### config.mk
export PLATFORM = sky130hd
export DESIGN_NAME = blink_ctrl
export DESIGN_NICKNAME = d
export VERILOG_FILES = /design/src/rtl/blink_ctrl.sv
export SDC_FILE = /design/constraint.sdc
export NUM_CORES = 1
export LEC_CHECK = 0
export ABC_AREA = 1
export ABC_CLOCK_PERIOD_IN_PS = 3100
export CORE_MARGIN = 2
export CORE_UTILIZATION = 55
export CTS_CLUSTER_DIAMETER = 200
export CTS_CLUSTER_SIZE = 20
export DETAILED_ROUTE_END_ITERATION = 12
export DONT_BUFFER_PORTS = 1
export PLACE_DENSITY_LB_ADDON = 0.1
export SYNTH_ARGS = -nofsm -noshare
export SYNTH_HDL_FRONTEND = slang
export SYNTH_SLANG_ARGS = --single-unit
export TNS_END_PERCENT = 10
### constraint.sdc
create_clock -name clk -period 3.1 [get_ports clk]
set_input_delay 0 -clock clk [delete_from_list [all_inputs] [get_ports clk]]
set_output_delay 0 -clock clk [all_outputs]
set_load 0.05 [all_outputs]
### src/rtl/blink_ctrl.sv
// LED blink controller: a programmable prescaler plus a mode FSM.
// Modes are off, solid, continuous blink and a counted burst that pulses done when it finishes.
module blink_ctrl #(
    parameter int CBITS = 8,
    parameter int NB    = 4
) (
    input  logic             clk,
    input  logic             rst,
    input  logic             cfg_valid,
    output logic             cfg_ready,
    input  logic [1:0]       cfg_mode,
    input  logic [CBITS-1:0] cfg_period,
    input  logic [NB-1:0]    cfg_count,
    output logic             led,
    output logic             tick,
    output logic             busy,
    output logic             done
);

    typedef enum logic [1:0] {
        S_IDLE  = 2'd0,
        S_SOLID = 2'd1,
        S_BLINK = 2'd2,
        S_BURST = 2'd3
    } state_e;

    state_e           state_q, state_d;
    logic [CBITS-1:0] cnt_q, cnt_d;
    logic [CBITS-1:0] period_q, period_d;
    logic [NB-1:0]    remain_q, remain_d;
    logic             led_q, led_d;
    logic             tick_q, tick_d;
    logic             done_q, done_d;
    logic             accept;

    assign cfg_ready = (state_q != S_BURST);
    assign busy      = (state_q == S_BURST);
    assign accept    = cfg_valid && cfg_ready;
    assign led       = led_q;
    assign tick      = tick_q;
    assign done      = done_q;

    always_ff @(posedge clk or posedge rst) begin
        if (rst) begin
            state_q  <= S_IDLE;
            cnt_q    <= '0;
            period_q <= '0;
            remain_q <= '0;
            led_q    <= 1'b0;
            tick_q   <= 1'b0;
            done_q   <= 1'b0;
        end else begin
            state_q  <= state_d;
            cnt_q    <= cnt_d;
            period_q <= period_d;
            remain_q <= remain_d;
            led_q    <= led_d;
            tick_q   <= tick_d;
            done_q   <= done_d;
        end
    end

    // Accept takes priority over the prescaler: no tick, toggle or decrement on an accept edge.
    always_comb begin
        state_d  = state_q;
        cnt_d    = cnt_q;
        period_d = period_q;
        remain_d = remain_q;
        led_d    = led_q;
        tick_d   = 1'b0;
        done_d   = 1'b0;

        if (accept) begin
            period_d = cfg_period;
            cnt_d    = cfg_period;
            remain_d = cfg_count;
            state_d  = state_e'(cfg_mode);
            led_d    = (cfg_mode == S_SOLID);
            if ((cfg_mode == S_BURST) && (cfg_count == '0)) begin
                state_d = S_IDLE;
                done_d  = 1'b1;
            end
        end else if (state_q == S_IDLE) begin
            cnt_d = '0;
            led_d = 1'b0;
        end else begin
            if (cnt_q == '0) begin
                cnt_d  = period_q;
                tick_d = 1'b1;
            end else begin
                cnt_d = cnt_q - 1'b1;
            end

            case (state_q)
                S_SOLID: led_d = 1'b1;
                S_BLINK: begin
                    if (cnt_q == '0) led_d = ~led_q;
                end
                S_BURST: begin
                    if (cnt_q == '0) begin
                        led_d = ~led_q;
                        // A falling toggle closes one on/off pair; exit at 1 so remain never wraps.
                        if (led_q) begin
                            remain_d = remain_q - 1'b1;
                            if (remain_q == {{(NB-1){1'b0}}, 1'b1}) begin
                                state_d = S_IDLE;
                                done_d  = 1'b1;
                                led_d   = 1'b0;
                            end
                        end
                    end
                end
                default: ;
            endcase
        end
    end

endmodule

Yosys cells after proc, flatten, opt, wreduce, memory -nomap -nowiden --
Index checks and enable logic that the tools add are counted.
Word-level totals: register bits after elaboration 25, input port bits 17, output and inout port bits 5
Cells by class: add/subtract/negate cells 2, equal/unequal tests 10, mux-type cells 32, bitwise logic cells 1, reductions and logical operators 13
Operator list (number):
- 8-bit 2-to-1 mux | 3
- 4-bit 2-to-1 mux | 5
- 1-bit 2-to-1 mux | 16
- 2-bit 2-to-1 mux | 7
- 8-bit logical NOT | 1
- 2-bit nonzero test | 4
- 8-bit by 1-bit subtractor with 8-bit output, second input constant | 1
- 2-bit == test, second input constant | 3
- 5-bit AND reduction | 1
- 5-bit nonzero test | 1
- 2-bit by 1-bit == test with 1-bit output, second input constant | 2
- 4-bit by 1-bit == test with 1-bit output, second input constant | 1
- 4-bit logical NOT | 1
- 2-bit inequality test, second input constant | 2
- 4-bit by 1-bit inequality test with 1-bit output, second input constant | 1
- 4-bit inequality test, second input constant | 1
- 4-bit AND reduction | 1
- 4-bit by 1-bit subtractor with 4-bit output, second input constant | 1
- 1-bit case mux with 3 select lines | 1
- 3-bit AND reduction | 1
- 1-bit logical AND | 2
- 2-bit logical NOT | 1
- 1-bit NOT | 1

Logic depth before layout (Yosys ltp) --
Gate-level depths: netlist of run 1.
depth after elaboration 7, mapped depth 8, mapped depth without buffers 8

Worst setup path after synthesis of run 1 --
No wires, ideal clock.
path type flip-flop to flip-flop, start register state_q[1], end register state_q[1], arrival time 1405 ps, required time 2983 ps, setup slack 1578 ps, stages on the path, launching flop included 8, buffers on the path 0, clock period less this slack 1522 ps, path through dfrtp_1 nand2_4 inv_1 nand2_1 nor2_1 nand2_1 nand3_1 nand2_1
Between the ends: cells in the longest elaborated chain, start to end 4, elaborated cells between the ends (all ways) 11, classes of those cells eq/ne: 3; mux: 1; reduce/logical: 7
RTL lines:
- start: declaration | RTL line 27 | state_e state_q, state_d;
- start signal: assignment | RTL line 53 | state_q <= state_d;
- 2-bit inequality test * | RTL line 36 | assign cfg_ready = (state_q != S_BURST);
- net cfg_ready | RTL line 10 | output logic cfg_ready,
- 1-bit logical AND * | RTL line 38 | assign accept = cfg_valid && cfg_ready;
- 2-bit inequality test (no line) or 2-bit nonzero test (tied branches)
- 5-bit AND reduction (no line)
Mark *: on every way through the listed nets, which the timed path passes. The rest lies on a longest branch. A chain may end at the register's enable or synchronous reset.

Worst setup path after layout of run 1 --
Same ends and word-level chain as after synthesis.

==> qor.yml, run 1 <==
status:
  status: "complete, no violations"
placed_design:
  hpwl_um: 1990
  dpl_cell_area_mm2: 0.00147
  gp_congestion: 0.870
  dp.cells: 220
  port_buffers: 0
finish:
  final_cells: 249
  seqCellArea_um2: 626
  num-fill-cells: 211
  drive_gt1_frac: 0.0822
  fin_nets: 241
  multi_input_area_um2: 722
  fin_util: 0.699
  diodes: 0
  area_growth_pct: 19.9
  final_area_mm2: 0.00175
critical_path:
  arrival_ps: 2800
  required_ps: 3380
  critPathLaunchType: "flip-flop"
  cp_max_fo: 22
  critPathKind: "flip-flop to flip-flop"
  end_kind: "flip-flop"
pwr:
  leakagePower_nw: 0.953
  max-vdd-ir-drop_mv: 0.436
  power_density_mw_per_mm2: 633
die:
  die_h_um: 55.5
  core_area_mm2: 0.00250
  die-area_mm2: 0.00308
  io_pins: 22
  rows: 18
  start_util: 0.583
  die_x_um: 55.5
drt:
  drc_errors: 0
  via_per_inst: 5.08
  wire_per_inst_um: 11.8
  wl_um: 2930
  dr.pass1.iters: 4
  ant_nets: 0
  drt_iter0_drc: 56
  vias: 1265
timing:
  slew_violations: 0
  post-route-period-util: 0.813
  finalSetupViolCount: 0
  tns_ps: 0
  finalClockSkew_ps: 3.36
  tightest_slew_ps: 903
  finalCriticalPeriod_ps: 2520
  relSlewSlack: 0.397
  rsz0062_at_grt: "false"
  fmax_mhz: 397
  hold_violations: 0
global_route:
  overflow: 0
  grt_pass1_wl_um: 5140
  grt_pass1_vias: 1154
  grt_antenna_before_repair: 0
  grt_use_total: 0.210
  grt_max_degree: 26
clock_tree:
  cts_tree: "built"
  ctsRootBufferMaster: "clkbuf_4"
  clock_path_buffers: 2
  post_cts_resized: 0
  path_clk_slew_ps: 140
  clkSinkCount: 25
  numCtsBuffers: 3
  clk_latency_ps: 330
  htree_levels: 1
  post_cts_buffers: 0
  hold_buffers: 25
synth:
  synthDistinctLibCells: 22
  ys_seq_area_frac: 0.430
  synthCells: 193
  yosysTopAreaCell: "dfrtp_1"
  synth_top_area_share: 0.430
  syn_avg_cell_area_um2: 7.55
  ys_ff_latch: 25
  netlist_area_mm2: 0.00146
  synth_nets: 214
  synthTopCellsByArea: "dfrtp_1 43%, nand2_1 21%, nand3_1 9.6%"
  yosys_warnings: 0
run:
  maxCapViolations: 0
hold_path:
  hold_path_class: "input port to async pin"
cells by family (layout without fill, tap and decap cells):
family | after synthesis | in the layout | synth area share
AOI/OAI and AO/OA | 4 | 4 | 0.0189
xor gates and xnor gates | 2 | 2 | 0.0120
adders and majority gates | 4 | 4 | 0.0344
buffers and inverters | 24 | 50 | 0.0747
DFF | 25 | 25 | 0.430
and+or+nand+nor | 134 | 134 | 0.430
metal layers:
| layer | GRT usage | vias to the layer above | part of all wire |
|---|---|---|---|
| met4 | 0.0767 | 0 | 0.013 |
| met1 | 0.276 | 572 | 0.46 |
| met5 | 0 | - | 0 |
| li1 | - | 653 | - |
| met3 | 0.0468 | 4 | 0.055 |
| met2 | 0.340 | 36 | 0.47 |
stage by stage:
step | power (mW) | hold WS (ps) | setup slack (ps)
floorplan | 0.844 | 27.3 | 1580
global placement | 0.903 | 123 | 1490
detailed placement | 0.916 | 124 | 1470
CTS | 1.11 | 328 | 580
global route | 1.20 | 355 | 427
finish | 1.11 | 295 | 580
state kept, by name, indices dropped and copies added, names as in the netlist:
| register | count |
|---|---|
| cnt_q | 8 |
| led | 1 |
| state_q | 2 |
| done | 1 |
| period_q | 8 |
| remain_q | 4 |
| tick | 1 |
path summary, 6_finish.rpt:
| path | start | end | slack [ps] | cells past startpoint |
|---|---|---|---|---|
| setup / recovery | state_q[1]$_DFFE_PP0P_ | state_q[1]$_DFFE_PP0P_ | 580 | 9 |
| hold / removal | rst | period_q[0]$_DFFE_PP0P_ | 290 | 2 |
| setup reg to reg | state_q[1]$_DFFE_PP0P_ | state_q[1]$_DFFE_PP0P_ | 580 | 9 |
| hold reg to reg | period_q[6]$_DFFE_PP0P_ | period_q[6]$_DFFE_PP0P_ | 500 | 2 |
| max in group asynchronous | rst | cnt_q[5]$_DFF_PP0_ | 2260 | 2 |
| min in group clk | cfg_period[4] | cnt_q[4]$_DFF_PP0_ | 350 | 3 |
report_power, final:
part           leakage [nW]  internal [mW]  switching (mW)
Clock                0.0139         0.0495           0.100
Sequential            0.312          0.403          0.0939
Combinational         0.627          0.179           0.279
Total                 0.953          0.632           0.473
layout make-up:
cell class | count | share of cell area
clock inverter | 1 | 0.00430
tap | 30 | 0.0215
sequential | 25 | 0.358
multi-input combinational | 144 | 0.413
inverter | 21 | 0.0466
clock buffer | 3 | 0.0129
timing repair buffer | 25 | 0.143
critical path, cell delays in order, from the launching register on:
cell and delay [ps]:
dfrtp_1 480, nand2_4 230, nand2_8 170, inv_4 200, nand2_1 80, inv_1 100
nand2_1 50, dlygate4sd3_1 550, nand2_1 50, dlygate4sd3_1 540
placed cells by master, fill, tap and decap left out, types with 3 or more instances in the layout:
cell type / instances
nand4_1: 3
nand2_1: 81
dlygate4sd3_1: 25
nor2_1: 12
clkbuf_4: 3
nand3_1: 28
inv_1: 19
dfrtp_1: 25
nand2_4: 3
ha_1: 4
cells in the mapped netlist:
cell type	n
nand2_4	3
inv_4	1
xor2_1	1
dfrtp_1	25
xnor2_1	1
nand4_1	3
nor2_8	1
nor2_4	2
nor2_1	12
inv_2	1
buf_2	1
buf_6	2
inv_1	19
o21ai_2	1
nand3_2	1
ha_1	4
nand3_1	28
nand2_2	2
nand2_1	81
a21oi_2	1
nand2_8	1
o21ai_1	2
Note: power is estimated with default switching activity, not from simulation.
==> run 2: changes to the inputs <==
--- a/config.mk
+++ b/config.mk
@@ -6,7 +6,7 @@
 export NUM_CORES = 1
 export LEC_CHECK = 0
 export ABC_AREA = 1
-export ABC_CLOCK_PERIOD_IN_PS = 3100
+export ABC_CLOCK_PERIOD_IN_PS = 2100
 export CORE_MARGIN = 2
 export CORE_UTILIZATION = 55
 export CTS_CLUSTER_DIAMETER = 200
==> constraint.sdc (replaced) <==
create_clock -name clk -period 2.1 [get_ports clk]
set_input_delay 0 -clock clk [delete_from_list [all_inputs] [get_ports clk]]
set_output_delay 0 -clock clk [all_outputs]
set_load 0.05 [all_outputs]
==> run 2 against run 1 <==
Net effect:
- cell count fell by 0.40%
- non-clock buffer count fell by 1
- count of clock-buffer cells in the layout did not move
- sequential power rose by 43%
- largest cell class unchanged
- critical path type unchanged
==> qor.yml, run 2 (synthesized netlist as in run 1, its figures left out) <==
global_route:
  grt_max_degree: 26  # unchanged
  grt_antenna_before_repair: 0  # unchanged
  overflow: 0  # unchanged
  grt_use_total: 0.212  # +0.00148
  grt_pass1_vias: 1254  # +8.7%
  grt_pass1_wl_um: 5220  # +1.5%
critical_path:
  r2r-end: "state_q[1]$_DFFE_PP0P_"
  critPathKind: "flip-flop to flip-flop"
  r2r_slack_ps: 110  # -470 ps
  r2r-start: "state_q[1]$_DFFE_PP0P_"
  worstRegToRegCells: 8  # -1
  critPathLaunchType: "flip-flop"
  end_kind: "flip-flop"
  required_ps: 2360  # -1020 ps
  cp_max_fo: 22  # unchanged
  arrival_ps: 2260  # -540 ps
die:
  die-area_mm2: 0.00308  # unchanged
  io_pins: 22  # unchanged
  rows: 18  # unchanged
  start_util: 0.583  # unchanged
  die_x_um: 55.5  # unchanged
  die_h_um: 55.5  # unchanged
  core_area_mm2: 0.00250  # unchanged
finish:
  final_cell_mix: "81 x nand2_1, 28 x nand3_1, 24 x dfrtp_1, 22 x dlygate4sd3_1, 19 x inv_1"
  top_regs: "cnt_q x8, period_q x8, remain_q x4"
  final_common_cell: "nand2_1"
  fin_nets: 240  # -0.41%
  drive_gt1_frac: 0.0963  # +0.0141
  area_growth_pct: 19.2
  num-fill-cells: 209  # -0.95%
  final_cells: 248  # -0.40%
  diodes: 0  # unchanged
drt:
  drc_errors: 0  # unchanged
  vias: 1285  # +1.6%
  wl_um: 3060  # +4.2%
  via_per_inst: 5.18  # +2.0%
  ant_nets: 0  # unchanged
  drt_iter0_drc: 38  # -32%
  dr.pass1.iters: 4  # unchanged
  wire_per_inst_um: 12.3  # +4.6%
timing:
  finalSetupViolCount: 0  # unchanged
  finalCriticalPeriod_ps: 1990  # -526 ps
  tightest_slew_ps: 910  # +7.09 ps
  rsz0062_at_grt: "false"
  fmax_mhz: 502  # +26%
  finalHoldWorstSlack_ps: 300  # +5.06 ps
  fin_ws_ps: 106  # -474 ps
  slew_violations: 0  # unchanged
  finalClockSkew_ps: 11.8  # +8.46 ps
  hold_violations: 0  # unchanged
  post-route-period-util: 0.949  # +0.137
  relSlewSlack: 0.393  # -0.00473
  tns_ps: 0  # unchanged
clock_tree:
  clock_path_buffers: 2  # unchanged
  cts_tree: "built"
  ctsRootBufferMaster: "clkbuf_4"
  numCtsBuffers: 3  # unchanged
  path_clk_slew_ps: 150  # about the same
  clk_latency_ps: 330  # about the same
  post_cts_buffers: 0  # unchanged
  htree_levels: 1  # unchanged
  clkSinkCount: 25  # unchanged
pwr:
  p_switching_uw: 717  # +51%
  p_comb_frac: 0.433  # +0.019
  power_density_mw_per_mm2: 953  # +51%
  seqPwrFrac: 0.430  # -0.020
  total_power_mw: 1.66  # +50%
  clkPwrFrac: 0.138  # +0.002
  leakagePower_nw: 0.952  # -0.11%
  switching_share: 0.433  # +0.00484
  p_int_uw: 939  # +49%
  max-vdd-ir-drop_mv: 0.718  # +65%
placed_design:
  port_buffers: 0  # unchanged
  dp.cells: 222  # +0.91%
  hpwl_um: 2160  # +8.5%
  gp_congestion: 0.889  # +2.1%
  pre_cts_ws_ps: 642  # -824 ps
run:
  maxCapViolations: 0  # unchanged
hold_path:
  hold_path_class: "input port to async pin"
status:
  status: "complete, no violations"
-- run 2: layer usage --
layer	wire, um	global-route usage
met5	0	0
met2	1640	0.386
met4	14	0.0418
met1	1280	0.249
met3	129	0.0562
-- run 2: how the worst max path moves through the flow --
stage | start | cells after the start | slack, ps | to
floorplan | state_q[1]$_DFFE_PP0P_ | 7 | 580 | state_q[1]$_DFFE_PP0P_
global placement | cnt_q[0]$_DFF_PP0_ | 7 | 700 | state_q[0]$_DFFE_PP0P_
detailed placement | cnt_q[0]$_DFF_PP0_ | 7 | 640 | state_q[0]$_DFFE_PP0P_
CTS | state_q[1]$_DFFE_PP0P_ | 8 | 140 | state_q[1]$_DFFE_PP0P_
global route | state_q[1]$_DFFE_PP0P_ | 8 | 20 | state_q[1]$_DFFE_PP0P_
finish | state_q[1]$_DFFE_PP0P_ | 8 | 110 | state_q[1]$_DFFE_PP0P_
-- run 2: area by class of cell --
class / instances / area (um2) / area share
clock buffers: 3 / 22.5 / 0.0130
flip-flops and latches: 25 / 627 / 0.361
inverters: 21 / 83.8 / 0.0483
repair buffers: 24 / 235 / 0.135
multi-input cells: 144 / 722 / 0.416
well taps: 30 / 37.5 / 0.0216
clock inverters: 1 / 8.76 / 0.00504
-- run 2: per-stage QoR --
stage / instance area (um2) / util
after detailed placement: 1480 / 0.593
after global routing: 1740 / 0.695
final: 1740 / 0.695
after floorplan: 1460 / -
after CTS: 1730 / 0.693
after global placement: 1480 / 0.593
-- run 2: power groups by stage --
stage	Combinational (mW)	Sequential (mW)	Clock, mW
finish	0.716	0.711	0.228
global placement	0.633	0.714	0
floorplan	0.527	0.720	0
detailed placement	0.658	0.720	0
CTS	0.714	0.709	0.233
global route	0.804	0.725	0.258
-- run 2: timing repair --
item                                    CTS  global route
endpoints found under the hold margin    50             0
gates resized for setup                   0             2
hold buffers                             22             0
endpoints found under the setup margin    0             1
-- run 2: worst max-delay path: stages (launching register included) --
cell	delay, ps
dfrtp_2	480
nand2_4	200
nand2_8	170
inv_6	170
nand2_1	90
inv_1	110
nand2_1	70
dlygate4sd3_1	570
nand2_1	60
==> run 3: changes to the inputs <==
--- a/config.mk
+++ b/config.mk
@@ -7,8 +7,10 @@
 export LEC_CHECK = 0
 export ABC_AREA = 1
 export ABC_CLOCK_PERIOD_IN_PS = 2100
+export CELL_PAD_IN_SITES_DETAIL_PLACEMENT = 1
+export CELL_PAD_IN_SITES_GLOBAL_PLACEMENT = 1
 export CORE_MARGIN = 2
-export CORE_UTILIZATION = 55
+export CORE_UTILIZATION = 41
 export CTS_CLUSTER_DIAMETER = 200
 export CTS_CLUSTER_SIZE = 20
 export DETAILED_ROUTE_END_ITERATION = 12
==> run 3 against run 2 <==
Net effect:
- global-route usage decreased by 0.37 points
- combinational power increased by 5.9%
- wire length rose by 24%
- critical path type unchanged
- critical endpoint unchanged
- largest power group unchanged
- highest routed layer unchanged
==> qor.yml, run 3 (synthesized netlist as in run 1, its figures left out) <==
die:
  start_util: 0.433  # -0.150
  io_pins: 22  # unchanged
  die_h_um: 63.6  # +15%
  rows: 21  # +3
  core_area_mm2: 0.00336  # +35%
  die_x_um: 63.6  # +15%
  die-area_mm2: 0.00404  # +32%
pwr:
  leakagePower_nw: 0.971  # +2.0%
  total_power_mw: 1.71  # +3.0%
  max-vdd-ir-drop_mv: 0.425  # -41%
  power_density_mw_per_mm2: 955  # +0.13%
clock_tree:
  clock_path_buffers: 2  # unchanged
  htree_levels: 1  # unchanged
  ctsRootBufferMaster: "clkbuf_4"
  clkSinkCount: 25  # unchanged
  numCtsBuffers: 3  # unchanged
  clk_latency_ps: 330  # about the same
  path_clk_slew_ps: 150  # about the same
  cts_tree: "built"
placed_design:
  gp_congestion: 0.810  # -8.9%
  dp.cells: 238  # +7.2%
  hpwl_um: 2650  # +23%
  port_buffers: 0  # unchanged
  dpl_cell_area_mm2: 0.00150  # +1.4%
  pre_cts_ws_ps: 613  # -28.3 ps
finish:
  top_regs: "cnt_q x8, period_q x8, remain_q x4"
  drive_gt1_frac: 0.0991  # +0.00277
  final_common_cell: "nand2_1"
  area_growth_pct: 22.7
  fin_util: 0.531  # -0.163
  diodes: 0  # unchanged
  fin_nets: 244  # +1.7%
  final_area_mm2: 0.00179  # +2.9%
  final_cells: 268  # +8.1%
  final_cell_mix: "81 x nand2_1, 28 x nand3_1, 24 x dfrtp_1, 24 x dlygate4sd3_1, 19 x inv_1"
global_route:
  overflow: 0  # unchanged
  grt_max_degree: 26  # unchanged
  grt_antenna_before_repair: 0  # unchanged
  grt_use_total: 0.208  # -0.00368
  grt_pass1_vias: 1407  # +12%
  grt_pass1_wl_um: 6540  # +25%
timing:
  hold_violations: 0  # unchanged
  finalHoldWorstSlack_ps: 313  # +13.1 ps
  finalClockSkew_ps: 12.6  # +0.758 ps
  finalSetupViolCount: 0  # unchanged
  slew_violations: 0  # unchanged
  tightest_slew_ps: 966  # +55.5 ps
  finalCriticalPeriod_ps: 1960  # -31.8 ps
  fmax_mhz: 510  # +1.6%
  relSlewSlack: 0.355  # -0.0371
  fin_ws_ps: 138  # +31.8 ps
  tns_ps: 0  # unchanged
  post-route-period-util: 0.934  # -0.0151
drt:
  ant_nets: 0  # unchanged
  vias: 1322  # +2.9%
  via_per_inst: 4.93  # -4.8%
  drc_errors: 0  # unchanged
  dr.pass1.iters: 4  # unchanged
  wire_per_inst_um: 14.1  # +15%
  wl_um: 3790  # +24%
  drt_iter0_drc: 44  # +16%
critical_path:
  end_kind: "flip-flop"
  critPathSlowestCell: "dlygate4sd3_1"
  cp_top_family: "buffers and inverters"
  cp_max_fo: 22  # unchanged
  critPathKind: "flip-flop to flip-flop"
  critPathLaunchType: "flip-flop"
  critPathMaxStageDelay_ps: 540  # -30 ps
  worst-path-buf-inv: 3  # unchanged
  crit_top_cell: "nand2_1"
  cp_cell_sequence: "nand2_4 > nand2_8 > inv_6 > nand2_1 > inv_1 > nand2_1 > nand2_1 > dlygate4sd3_1"
  arrival_ps: 2240  # -20 ps
  required_ps: 2380  # +20 ps
status:
  status: "complete, no violations"
hold_path:
  hold_path_class: "input port to async pin"
run:
  maxCapViolations: 0  # unchanged
## run 3: path summary, 6_finish.rpt
kind / start / to / slack (ps) / cells past startpoint
max: state_q[1]$_DFFE_PP0P_ / state_q[1]$_DFFE_PP0P_ / 140 / 8
min: rst / done$_DFF_PP0_ / 310 / 2
max reg2reg: state_q[1]$_DFFE_PP0P_ / state_q[1]$_DFFE_PP0P_ / 140 / 8
min reg2reg: period_q[7]$_DFFE_PP0P_ / period_q[7]$_DFFE_PP0P_ / 510 / 2
max in group asynchronous: rst / state_q[1]$_DFFE_PP0P_ / 1150 / 2
min in group clk: cfg_period[4] / cnt_q[4]$_DFF_PP0_ / 370 / 3
## run 3: timing repair
item	4_1_cts	5_1_grt
hold buffers	24	0
hold endpoints to repair	50	0
setup buffers	0	2
gates resized for setup	0	2
setup endpoints to repair	0	2
## run 3: layer usage
| metal | vias to the layer above | GRT usage | part of all wire |
|---|---|---|---|
| met4 | 0 | 0.0652 | 0.013 |
| met2 | 20 | 0.372 | 0.50 |
| met3 | 5 | 0.0286 | 0.024 |
| met1 | 632 | 0.257 | 0.46 |
| met5 | - | 0 | 0 |
| li1 | 665 | - | - |
## run 3: power breakdown
group / internal (mW) / switching (mW)
clock network: 0.0746 / 0.156
logic: 0.286 / 0.472
registers: 0.597 / 0.121
total: 0.957 / 0.748
## run 3: final cells by class
| cell class | instances | area, um2 |
|---|---|---|
| inverters | 21 | 83.8 |
| multi-input cells | 144 | 722 |
| repair buffers | 28 | 270 |
| flip-flops and latches | 25 | 627 |
| fillers | 448 | 1580 |
| well taps | 46 | 57.6 |
| clock buffers | 4 | 26.3 |
